File: src/rtl/fp_cvt_pkg.sv
// Shared constants and flag type for the FP4 (E2M1) / E8M0 -> FP9 (E5M3) conversion path.
package fp_cvt_pkg;

  localparam int FP4_W       = 4;
  localparam int FP9_W       = 9;
  localparam int FP9_BIAS    = 15;
  localparam int E8M0_BIAS   = 127;
  localparam int FP9_EXP_MAX = 30;

  localparam logic [7:0] E8M0_NAN     = 8'hFF;
  localparam logic [4:0] FP9_EXP_ALL1 = 5'h1F;
  localparam logic [2:0] FP9_QNAN_MAN = 3'b001;

  typedef struct packed {
    logic invalid;
    logic underflow;
    logic overflow;
  } fp9_flags_t;

endpackage

File: src/rtl/fp4_lane_cvt.sv
// Combinational conversion of one E2M1 code plus E8M0 shared scale into FP9 and flags.
// Optional macro FP4_NAN_CODE_EN: codes 4'h7/4'hF are treated as NaN instead of +/-6.0.
module fp4_lane_cvt
  import fp_cvt_pkg::*;
(
  input  logic [FP4_W-1:0] code,
  input  logic [7:0]       scale,
  output logic [FP9_W-1:0] fp9,
  output fp9_flags_t       flags
);

  localparam logic signed [9:0] SCALE_OFS = 10'(E8M0_BIAS - FP9_BIAS);
  localparam logic signed [9:0] EXP_MAX   = 10'(FP9_EXP_MAX);

  logic              sign;
  logic [1:0]        exp_code;
  logic              man_code;
  logic              is_zero;
  logic              nan_code;
  logic signed [9:0] unb_exp;
  logic signed [9:0] r_exp;
  logic [2:0]        man;

  assign sign     = code[3];
  assign exp_code = code[2:1];
  assign man_code = code[0];
  assign is_zero  = (code[2:0] == 3'b000);

`ifdef FP4_NAN_CODE_EN
  assign nan_code = (code[2:0] == 3'b111);
`else
  assign nan_code = 1'b0;
`endif

  always_comb begin
    unb_exp = -10'sd1;
    man     = 3'b000;
    if (exp_code != 2'b00) begin
      unb_exp = $signed({8'd0, exp_code}) - 10'sd1;
      man     = {man_code, 2'b00};
    end
    r_exp = unb_exp + $signed({2'b00, scale}) - SCALE_OFS;
  end

  // NaN scale dominates every lane, including zero codes.
  always_comb begin
    fp9   = '0;
    flags = '0;
    if (scale == E8M0_NAN || nan_code) begin
      fp9           = {sign, FP9_EXP_ALL1, FP9_QNAN_MAN};
      flags.invalid = 1'b1;
    end else if (is_zero) begin
      fp9 = {sign, 8'h00};
    end else if (r_exp > EXP_MAX) begin
      fp9            = {sign, FP9_EXP_ALL1, 3'b000};
      flags.overflow = 1'b1;
    end else if (r_exp < 10'sd1) begin
      fp9             = {sign, 8'h00};
      flags.underflow = 1'b1;
    end else begin
      fp9 = {sign, r_exp[4:0], man};
    end
  end

endmodule

File: src/rtl/mxfp4_unpack_fp9.sv
// Streaming MXFP4 -> FP9 unpacker: buffers one packed word (stage A) and emits OUT_LANES lanes per beat (stage B).
// Optional macro FP4_NAN_CODE_EN (handled in fp4_lane_cvt) makes codes 4'h7/4'hF convert to NaN.
module mxfp4_unpack_fp9
  import fp_cvt_pkg::*;
#(
  parameter int IN_LANES  = 8,
  parameter int OUT_LANES = 2
) (
  input  logic                       clk,
  input  logic                       rst_n,
  input  logic                       in_valid,
  output logic                       in_ready,
  input  logic [FP4_W*IN_LANES-1:0]  in_data,
  input  logic [7:0]                 in_scale,
  output logic                       out_valid,
  input  logic                       out_ready,
  output logic [FP9_W*OUT_LANES-1:0] out_data,
  output logic                       out_last,
  output logic [OUT_LANES-1:0]       out_invalid,
  output logic [OUT_LANES-1:0]       out_underflow,
  output logic [OUT_LANES-1:0]       out_overflow
);

  localparam int BEATS = IN_LANES / OUT_LANES;
  localparam int CNT_W = (BEATS > 1) ? $clog2(BEATS) : 1;
  localparam logic [CNT_W-1:0] LAST_BEAT = CNT_W'(BEATS - 1);

  logic                      live_q, live_d;
  logic                      buf_valid_q, buf_valid_d;
  logic [FP4_W*IN_LANES-1:0] buf_q, buf_d;
  logic [7:0]                scale_q, scale_d;
  logic [CNT_W-1:0]          beat_cnt_q, beat_cnt_d;

  logic                       out_valid_q, out_valid_d;
  logic [FP9_W*OUT_LANES-1:0] out_data_q, out_data_d;
  logic                       out_last_q, out_last_d;
  logic [OUT_LANES-1:0]       out_inv_q, out_inv_d;
  logic [OUT_LANES-1:0]       out_unf_q, out_unf_d;
  logic [OUT_LANES-1:0]       out_ovf_q, out_ovf_d;

  logic b_adv;
  logic b_load;
  logic last_beat;
  logic a_accept;

  logic [FP4_W-1:0] lane_code [OUT_LANES];
  logic [FP9_W-1:0] cvt_fp9   [OUT_LANES];
  fp9_flags_t       cvt_flags [OUT_LANES];

  assign b_adv     = !out_valid_q || out_ready;
  assign b_load    = buf_valid_q && b_adv;
  assign last_beat = (beat_cnt_q == LAST_BEAT);
  // live_q keeps in_ready low while reset is asserted and for nothing longer than one edge after release.
  assign in_ready  = live_q && (!buf_valid_q || (last_beat && b_load));
  assign a_accept  = in_valid && in_ready;
  assign live_d    = 1'b1;

  always_comb begin
    for (int j = 0; j < OUT_LANES; j++) begin
      lane_code[j] = buf_q[(int'(beat_cnt_q) * OUT_LANES + j) * FP4_W +: FP4_W];
    end
  end

  for (genvar j = 0; j < OUT_LANES; j++) begin : g_lane
    fp4_lane_cvt u_cvt (
      .code  (lane_code[j]),
      .scale (scale_q),
      .fp9   (cvt_fp9[j]),
      .flags (cvt_flags[j])
    );
  end

  always_comb begin
    buf_valid_d = buf_valid_q;
    buf_d       = buf_q;
    scale_d     = scale_q;
    beat_cnt_d  = beat_cnt_q;
    if (b_load) begin
      if (last_beat) begin
        buf_valid_d = 1'b0;
        beat_cnt_d  = '0;
      end else begin
        beat_cnt_d = beat_cnt_q + CNT_W'(1);
      end
    end
    if (a_accept) begin
      buf_valid_d = 1'b1;
      buf_d       = in_data;
      scale_d     = in_scale;
      beat_cnt_d  = '0;
    end
  end

  always_comb begin
    out_valid_d = out_valid_q;
    out_data_d  = out_data_q;
    out_last_d  = out_last_q;
    out_inv_d   = out_inv_q;
    out_unf_d   = out_unf_q;
    out_ovf_d   = out_ovf_q;
    if (b_adv) begin
      out_valid_d = buf_valid_q;
      out_data_d  = '0;
      out_last_d  = 1'b0;
      out_inv_d   = '0;
      out_unf_d   = '0;
      out_ovf_d   = '0;
      if (buf_valid_q) begin
        out_last_d = last_beat;
        for (int j = 0; j < OUT_LANES; j++) begin
          out_data_d[j*FP9_W +: FP9_W] = cvt_fp9[j];
          out_inv_d[j]                 = cvt_flags[j].invalid;
          out_unf_d[j]                 = cvt_flags[j].underflow;
          out_ovf_d[j]                 = cvt_flags[j].overflow;
        end
      end
    end
  end

  always_ff @(posedge clk or negedge rst_n) begin
    if (!rst_n) begin
      live_q      <= 1'b0;
      buf_valid_q <= 1'b0;
      buf_q       <= '0;
      scale_q     <= '0;
      beat_cnt_q  <= '0;
      out_valid_q <= 1'b0;
      out_data_q  <= '0;
      out_last_q  <= 1'b0;
      out_inv_q   <= '0;
      out_unf_q   <= '0;
      out_ovf_q   <= '0;
    end else begin
      live_q      <= live_d;
      buf_valid_q <= buf_valid_d;
      buf_q       <= buf_d;
      scale_q     <= scale_d;
      beat_cnt_q  <= beat_cnt_d;
      out_valid_q <= out_valid_d;
      out_data_q  <= out_data_d;
      out_last_q  <= out_last_d;
      out_inv_q   <= out_inv_d;
      out_unf_q   <= out_unf_d;
      out_ovf_q   <= out_ovf_d;
    end
  end

  assign out_valid     = out_valid_q;
  assign out_data      = out_data_q;
  assign out_last      = out_last_q;
  assign out_invalid   = out_inv_q;
  assign out_underflow = out_unf_q;
  assign out_overflow  = out_ovf_q;

endmodule
File: config.mk
export PLATFORM = sky130hd
export DESIGN_NAME = mxfp4_unpack_fp9
export DESIGN_NICKNAME = d
export VERILOG_FILES = /design/src/rtl/fp_cvt_pkg.sv /design/src/rtl/fp4_lane_cvt.sv /design/src/rtl/mxfp4_unpack_fp9.sv
export SDC_FILE = /design/constraint.sdc
export NUM_CORES = 1
export LEC_CHECK = 0
export ABC_AREA = 0
export CAP_MARGIN = 10
export CORE_MARGIN = 8
export CORE_UTILIZATION = 40
export CTS_BUF_LIST = sky130_fd_sc_hd__clkbuf_4 sky130_fd_sc_hd__clkbuf_8 sky130_fd_sc_hd__clkbuf_16
export DETAILED_ROUTE_END_ITERATION = 10
export GPL_TIMING_DRIVEN = 0
export PLACE_DENSITY = 0.66
export SLEW_MARGIN = 20
export SYNTH_ARGS = -nofsm -noshare
export SYNTH_HDL_FRONTEND = slang
export SYNTH_SLANG_ARGS = --single-unit
File: constraint.sdc
create_clock -name clk -period 6.64 [get_ports clk]
set_clock_uncertainty 0.05 [all_clocks]
set_input_delay 1.328 -clock clk [delete_from_list [all_inputs] [get_ports clk]]
set_output_delay 1.328 -clock clk [all_outputs]
set_load 0.01 [all_outputs]
==> impl_metrics.tcl <==
set metrics [dict create \
    dieArea_sq_mm 0.0128 \
    postLayoutCellArea_sq_mm 0.00483 \
    post_cts_resized 0 \
    die_h_um 113 \
    tightest_slew_ps 605 \
    dp_hpwl_um 7360 \
    drv_slew 0 \
    syn_area_sq_mm 0.00378 \
    layout-drive-gt1-share 0.0847 \
    ctsHoldBuffers 0 \
    grt_pass1_vias 3315 \
    wl_um 9490 \
    min_period_ps 4560 \
    ys_seq_area_frac 0.430 \
    fmax_mhz 219 \
    end_kind "primary output" \
    synth_area_leader_cell "dfrtp_1" \
    globalRouteOverflowTotal 0 \
    cpMostUsedCell "clkdlybuf4s50_1" \
    async_flop_share 1.00 \
    r2r_start "beat_cnt_q[1]" \
    slowest_delay_ps 550 \
    core-area_sq_mm 0.00920 \
    n_antenna_cell 0 \
    slew-limit-headroom 0.593 \
    setup_violations 0 \
    yosysTopAreaCellShare 0.430 \
    rsz0062_at_grt "false" \
    cts_made_buffers 9 \
    final_hold_viol_count 0 \
    cts_tree "built" \
    critPathTopFamily "buffers and inverters" \
    tns_ps 0 \
    worst-path-buf-inv 3 \
    run_status "complete, no violations" \
    post_cts_buffers 0 \
    grt_start_max_net_pins 58 \
    avgRoutedWirePerCell_um 15.6 \
    postPlaceCellArea_sq_mm 0.00463 \
    io_pins 71 \
    ant_nets 0 \
    start_util 0.411 \
    final.period_utilization 0.687 \
    fill_cells 851 \
    fin_nets 568 \
    die_width_um 113 \
    worst-path-max-fanout 7 \
    hp-class "reg2reg" \
    avgSynthCellArea_sq_um 9.22 \
    synth_top_flop_cell "dfrtp_1" \
    hold_ws_ps 427 \
    place_congestion 0.823 \
    synth_edf_count 0 \
    vias 3132 \
    yosysUniqueCellTypes 50 \
    synthTopCellsByArea "dfrtp_1 (43%), nand2_1 (14%), ha_1 (10%), mux4_2 (4.8%), xnor2_1 (2.3%)" \
    final_common_cell "nand2_1" \
    ys_seq_elements 65 \
    synth_cells 410 \
    clkTransAtPathRegs_ps 80 \
    worstHoldStart "out_data[11]" \
    clk_latency_ps 350 \
    h-tree-depth 3 \
    via_per_inst 5.16 \
    cts_sinks 65 \
    post-route-drc-count 0 \
    clockBufferDepth 2 \
    portBuffers 68 \
    final_util 0.525 \
    grt_usage 0.156 \
    drv_cap 0 \
    crit_chain "clkdlybuf4s50_1 > nor2b_1 > clkbuf_1 > o21ai_0 > and2_1 > clkdlybuf4s50_1" \
    crit_required_ps 5260 \
    drt_iter0_drc 101 \
    startpoint "out_ready" \
    critPathLaunchType "input port" \
    drtPass1Iterations 4 \
    ctsRootBufferMaster "clkbuf_8" \
    antenna_found_initial 0 \
    cp.arrival_ps 3180 \
    mostFrequentLayoutCells "nand2_1 (143), clkdlybuf4s50_1 (67), dfrtp_1 (65)" \
    syn2layout_area_growth_pct 27.8 \
    rows 35 \
    criticalPathCategory "in2out" \
    grt_pass1_wl_um 16000 \
    cp_slowest_cell "clkdlybuf4s50_1" \
    yosysWarningCount 0 \
]
-- tightest hold or removal path, cell delays in order (launching register included) --
cell and delay, ps:
dfrtp_1 350, nand2_1 50, o41ai_1 50
-- layer usage --
metal	vias up	wire length, um	track usage
met2	86	4400	0.259
met4	0	150	0.0533
met3	15	527	0.0410
met5	-	0	0
met1	1475	4410	0.192
li1	1556	-	-
-- cells in the mapped netlist (3+ instances only) --
library cell    n
nor3_1          6
o21ai_0         9
a22o_1          3
nand4_1         4
a21oi_1        10
xnor2_1        10
nor2_1         10
nand2b_1        7
a221o_1         5
and2_1          3
a21o_1          4
inv_1          16
clkbuf_1       14
nor2b_1         5
and3_1          3
a221oi_1        6
dfrtp_1        65
nand2_1       143
buf_4           6
or2_2           7
ha_1           31
mux4_2          8
-- cell type report --
type | instances | area [sq um] | share of cell area
Buffer | 21 | 103 | 0.0212
Clock buffer | 9 | 124 | 0.0256
Clock inverter | 7 | 77.6 | 0.0161
Inverter | 16 | 60.1 | 0.0124
Multi-Input combinational cell | 309 | 2000 | 0.413
Sequential cell | 65 | 1630 | 0.337
Tap cell | 111 | 139 | 0.0287
Timing Repair Buffer | 69 | 706 | 0.146
-- cells by family (layout without fill, tap and decap cells) --
group,after synthesis,in the layout,share of synthesized area
and+or+nand+nor,198,198,0.227
DFF,65,65,0.430
AOI/OAI and AO/OA,55,55,0.109
buffers and inverters,37,122,0.0430
adders and majority gates,33,33,0.113
xor gates and xnor gates,11,11,0.0255
muxes,9,9,0.0503
other,2,3,0.00199
-- path summary, 6_finish.rpt --
kind	slack [ps]	cells after the start	end
min in group asynchronous	760	1	buf_q[19]
setup / recovery	2080	6	in_ready
hold / removal	430	2	out_data[11]
max in group asynchronous	5290	2	scale_q[6]
hold reg to reg	430	2	out_data[11]
setup reg to reg	2480	15	out_data[6]
-- state kept, by name, indices dropped and copies added (netlist names) --
name,count
out_underflow,2
buf_valid_q,1
out_overflow,2
beat_cnt_q,2
out_last,1
out_valid,1
buf_q,32
scale_q,8
out_invalid,1
out_data,14
live_q,1
-- per-stage QoR --
step	setup WS, ps	std cells
after floorplan	3040	411
after global placement	2070	590
after detailed placement	2110	591
after CTS	2100	607
after global routing	1950	607
final	2080	607
Power is not shown: default switching activity piles up to over one toggle a cycle in this logic, so the estimate is an artifact.
